===== config.mk =====
export PLATFORM = sky130hd
export DESIGN_NAME = rr_stream_arbiter
export DESIGN_NICKNAME = d
export VERILOG_FILES = /design/src/rtl/rr_stream_arbiter.sv
export SDC_FILE = /design/constraint.sdc
export NUM_CORES = 1
export LEC_CHECK = 0
export ABC_CLOCK_PERIOD_IN_PS = 2800
export BUFFER_PORTS_ARGS = -buffer_cell sky130_fd_sc_hd__clkbuf_2
export CAP_MARGIN = 20
export CELL_PAD_IN_SITES_DETAIL_PLACEMENT = 1
export CELL_PAD_IN_SITES_GLOBAL_PLACEMENT = 1
export CORE_UTILIZATION = 24
export CTS_CLUSTER_DIAMETER = 120
export DETAILED_ROUTE_END_ITERATION = 12
export GPL_TIMING_DRIVEN = 0
export PLACE_DENSITY = 0.83
export SLEW_MARGIN = 20
export SYNTH_ARGS = -nofsm -noshare
export SYNTH_HDL_FRONTEND = slang
export SYNTH_SLANG_ARGS = --single-unit

===== constraint.sdc =====
create_clock -name clk -period 2.8 [get_ports clk]
set_input_delay 0.56 -clock clk [delete_from_list [all_inputs] [get_ports clk]]
set_output_delay 0.56 -clock clk [all_outputs]
set_load 0.01 [all_outputs]

===== src/rtl/rr_stream_arbiter.sv =====
// Round-robin arbiter sharing one valid/ready stream among N requesters.
// Grant is held per packet (until last) and frozen while a beat is stalled.

module rr_stream_arbiter_lane #(
  parameter int IW = 2,
  parameter int ID = 0
) (
  input  logic          rst,
  input  logic [IW-1:0] sel,
  input  logic          out_ready,
  output logic          ready
);
  assign ready = ~rst & out_ready & (sel == IW'(ID));
endmodule

module rr_stream_arbiter #(
  parameter int N  = 4,
  parameter int DW = 16
) (
  input  logic                 clk,
  input  logic                 rst,
  input  logic [N*DW-1:0]      in_data,
  input  logic [N-1:0]         in_valid,
  input  logic [N-1:0]         in_last,
  output logic [N-1:0]         in_ready,
  output logic [DW-1:0]        out_data,
  output logic                 out_valid,
  output logic                 out_last,
  input  logic                 out_ready,
  output logic [$clog2(N)-1:0] grant_idx,
  output logic                 locked
);
  localparam int IW = $clog2(N);

  typedef enum logic {IDLE, LOCK} state_t;

  state_t        state;
  logic [IW-1:0] ptr, gnt, cand, sel;
  logic [IW:0]   scan;
  logic [DW-1:0] sel_data;
  logic          sel_valid, sel_last, xfer;

  function automatic logic [IW-1:0] wrap_inc(input logic [IW-1:0] x);
    return (x == IW'(N-1)) ? '0 : x + 1'b1;
  endfunction

  // Scan from the far end back toward ptr so the closest valid index wins.
  always_comb begin
    cand = ptr;
    scan = '0;
    for (int k = N-1; k >= 0; k--) begin
      scan = {1'b0, ptr} + (IW+1)'(k);
      if (scan >= (IW+1)'(N)) scan = scan - (IW+1)'(N);
      if (in_valid[scan[IW-1:0]]) cand = scan[IW-1:0];
    end
  end

  assign sel       = (state == LOCK) ? gnt : cand;
  assign sel_data  = in_data[sel*DW +: DW];
  assign sel_valid = in_valid[sel];
  assign sel_last  = in_last[sel];

  assign out_valid = ~rst & sel_valid;
  assign out_last  = ~rst & sel_last;
  assign out_data  = rst ? '0 : sel_data;
  assign grant_idx = rst ? '0 : sel;
  assign locked    = ~rst & (state == LOCK);
  assign xfer      = out_valid & out_ready;

  genvar i;
  generate
    for (i = 0; i < N; i++) begin : g_lane
      rr_stream_arbiter_lane #(.IW(IW), .ID(i)) u_lane (
        .rst       (rst),
        .sel       (sel),
        .out_ready (out_ready),
        .ready     (in_ready[i])
      );
    end
  endgenerate

  always_ff @(posedge clk) begin
    if (rst) begin
      state <= IDLE;
      ptr   <= '0;
      gnt   <= '0;
    end else begin
      case (state)
        IDLE: begin
          if (xfer && out_last) begin
            ptr <= wrap_inc(cand);
          end else if (out_valid) begin
            // Either a multi-beat packet started or the beat stalled: pin it.
            state <= LOCK;
            gnt   <= cand;
          end
        end
        LOCK: begin
          if (xfer && out_last) begin
            state <= IDLE;
            ptr   <= wrap_inc(gnt);
          end
        end
        default: state <= IDLE;
      endcase
    end
  end
endmodule


==> metrics <==
Reg2Reg Depth=11; WS Path Type=input port to output pin; vias per cell=4.94; Die Wd=74.1 um; area leader, netlist=mux4_2; Post-synth EDFFs=0; max frequency=0.324 GHz; worst hold stages=3; launch point of the worst reg-to-reg path=ptr[0]; Post-Syn Instances=148; largest net degree at the start of global routing=11; WL per Instance=16.0 um; Critical Path Start Type=input port; DRC Markers=0; Yosys warnings=0; pins over their slew limit=0; diode count=0; Yosys reg bits=5; status=finished with violations; share of cells above drive strength 1=67.2%; Core Area=4850 um^2; initial antenna violation count=0; cts bufs inserted=3; Placer Congestion=0.829; post-DP HPWL=3.90 mm; VDD IR-drop max=0.305 mV; Layout Nets=348; Tot Pwr=1.38 mW; commonest non-fill, non-tap cell in the layout=clkbuf_2; Num Clock Sinks=5; RSZ-0062 raised after global routing=yes; I/O Buffers=99; Final Cycle Share=110%; WL final=5.40 mm; most frequent cells in the layout=86 x clkbuf_2, 24 x nor2b_1, 20 x buf_4; Remaining Overflow, GRT=0; Hold Crit Start=ptr[0]; first-pass GRT wire length=7.69 mm; die area=5480 um^2; initial drt markers=141; CTS tree=built; vias in the first global route=1689; Detail Route Antenna Nets=0; row cnt=25; sequential cell area fraction in the yosys report=8.03%; # IOs=100; initial core utilization=25.7%; total number of vias=1671; Worst-Skew Late Latency=220 ps; Clock Path Buffers=2; crit path launch=in_valid[0]; pwr/cell area=588 nW/um^2; post-layout min period=3090 ps; Synth cell types=39; post-synth top area share=28.9%; CP Max Fanout=7; fin cells=338; Leakage=1.09 nW; failing checks=setup timing; Placed Cells=314; Final Hold Viols=0; post-synthesis cell area=1250 um^2; most used flip-flop cell after synthesis=dfxtp_1; Global Route Usage Sum=18.1%; Final WS setup=-287 ps; final number of setup-violating endpoints=21; H-tree Lvls=1; Syn Nets=224; CP required=2240 ps; Worst setup EP type=output pin; clk_skew=0.401 ps; CTS Hold Bufs=0; hold crit path type=flip-flop to flip-flop; synth top area cells=mux4_2 29%, nor2b_1 15%, dfxtp_1 8.0%, o21ai_0 3.6%, nor2_1 3.6%; drt pass-1 iters=4; Max-cap violations=0; Worst slew margin=60.5%; clock slew at reported path FFs=40 ps; Post-synth ARST share=0%; Worst Max-Slew Pin Slew=593 ps; die height=74.1 um; Syn Area/Cell=8.42 um^2; fin util=48.2%; root buf cell=clkbuf_8; area delta synth->final=87.7%; Critical Path AT=2530 ps
[worst max-delay path, cell delays in order]
cell and delay, ps:
buf_8 100, buf_6 120, nor2b_4 120, nor2_2 80, o22ai_2 100, nand2b_1 120
a21boi_4 310, buf_6 190, mux4_2 510, nor2b_1 140, clkbuf_2 150
[flip-flops by register name (all words and copies together), names as in the netlist]
name and flops:
gnt 2, state 1, ptr 2
[area by class of cell]
type | instances | area [um^2]
fillers | 594 | 2510
flip-flops and latches | 5 | 103
repair buffers | 124 | 783
plain buffers | 15 | 138
clock buffers | 4 | 45.0
well taps | 67 | 83.8
inverters | 5 | 18.8
multi-input cells | 118 | 1170
[repair_timing]
| action | 4_1_cts | 5_1_grt |
|---|---|---|
| cloned | 0 | 2 |
| setup endpoints to repair | 23 | 21 |
| pin swaps | 4 | 7 |
| resized for setup | 19 | 65 |
| setup buffers | 16 | 12 |
[kinds of logic (layout without fill, tap and decap cells)]
family / count (synthesis) / in the layout / synth area share [%]
multiplexers: 22 / 22 / 33.9
adder cells (fa/ha/maj): 1 / 1 / 1.00
AND/OR/NAND/NOR: 63 / 63 / 28.2
flip-flops: 5 / 5 / 8.03
AO/OA/AOI/OAI: 32 / 32 / 18.5
buffers and inverters: 25 / 148 / 10.3
[metrics by stage]
step                      cell area (um^2)  setup TNS (ps)  hold WS (ps)  setup WS, ps
final                                 2340           -4510           729          -287
after CTS                             2050           -4080           714          -272
after detailed placement              1840           -8700           714          -526
after global placement                1840           -8840           702          -554
after global routing                  2340           -6060           766          -353
after floorplan                       1260               0           657         0.103
[cell usage after synthesis (2+ instances only)]
cell / instances
a31oi_1: 2
nor3b_1: 2
buf_2: 7
nor2_1: 12
o22ai_1: 3
nor3_1: 2
nand2b_1: 2
mux4_2: 16
mux2_1: 2
clkbuf_1: 7
nor2b_1: 30
buf_4: 5
mux2i_1: 4
nand2_1: 9
a21oi_1: 3
o21ai_0: 9
a311oi_1: 2
nand3_1: 2
dfxtp_1: 5
inv_1: 5
[where the power goes]
group	leakage, nW	switching (mW)	internal (mW)
Combinational	1.03	0.458	0.665
Sequential	0.0419	0.0303	0.0891
Clock	0.0228	0.0355	0.0978
[metal layers]
layer,vias to the layer above,global-route usage (%),routed length [um]
met5,-,0,0
met4,0,5.98,46
met3,4,2.17,208
met2,49,33.9,3040
met1,823,21.1,2100
li1,795,-,-
[worst paths after layout]
kind / to / slack [ps]
worst max-delay path: out_data[14] / -290
worst max register to register: gnt[0] / 230
worst min-delay path: ptr[0] / 730
worst min register to register: ptr[0] / 730
Note: power is estimated with default switching activity, not from simulation.
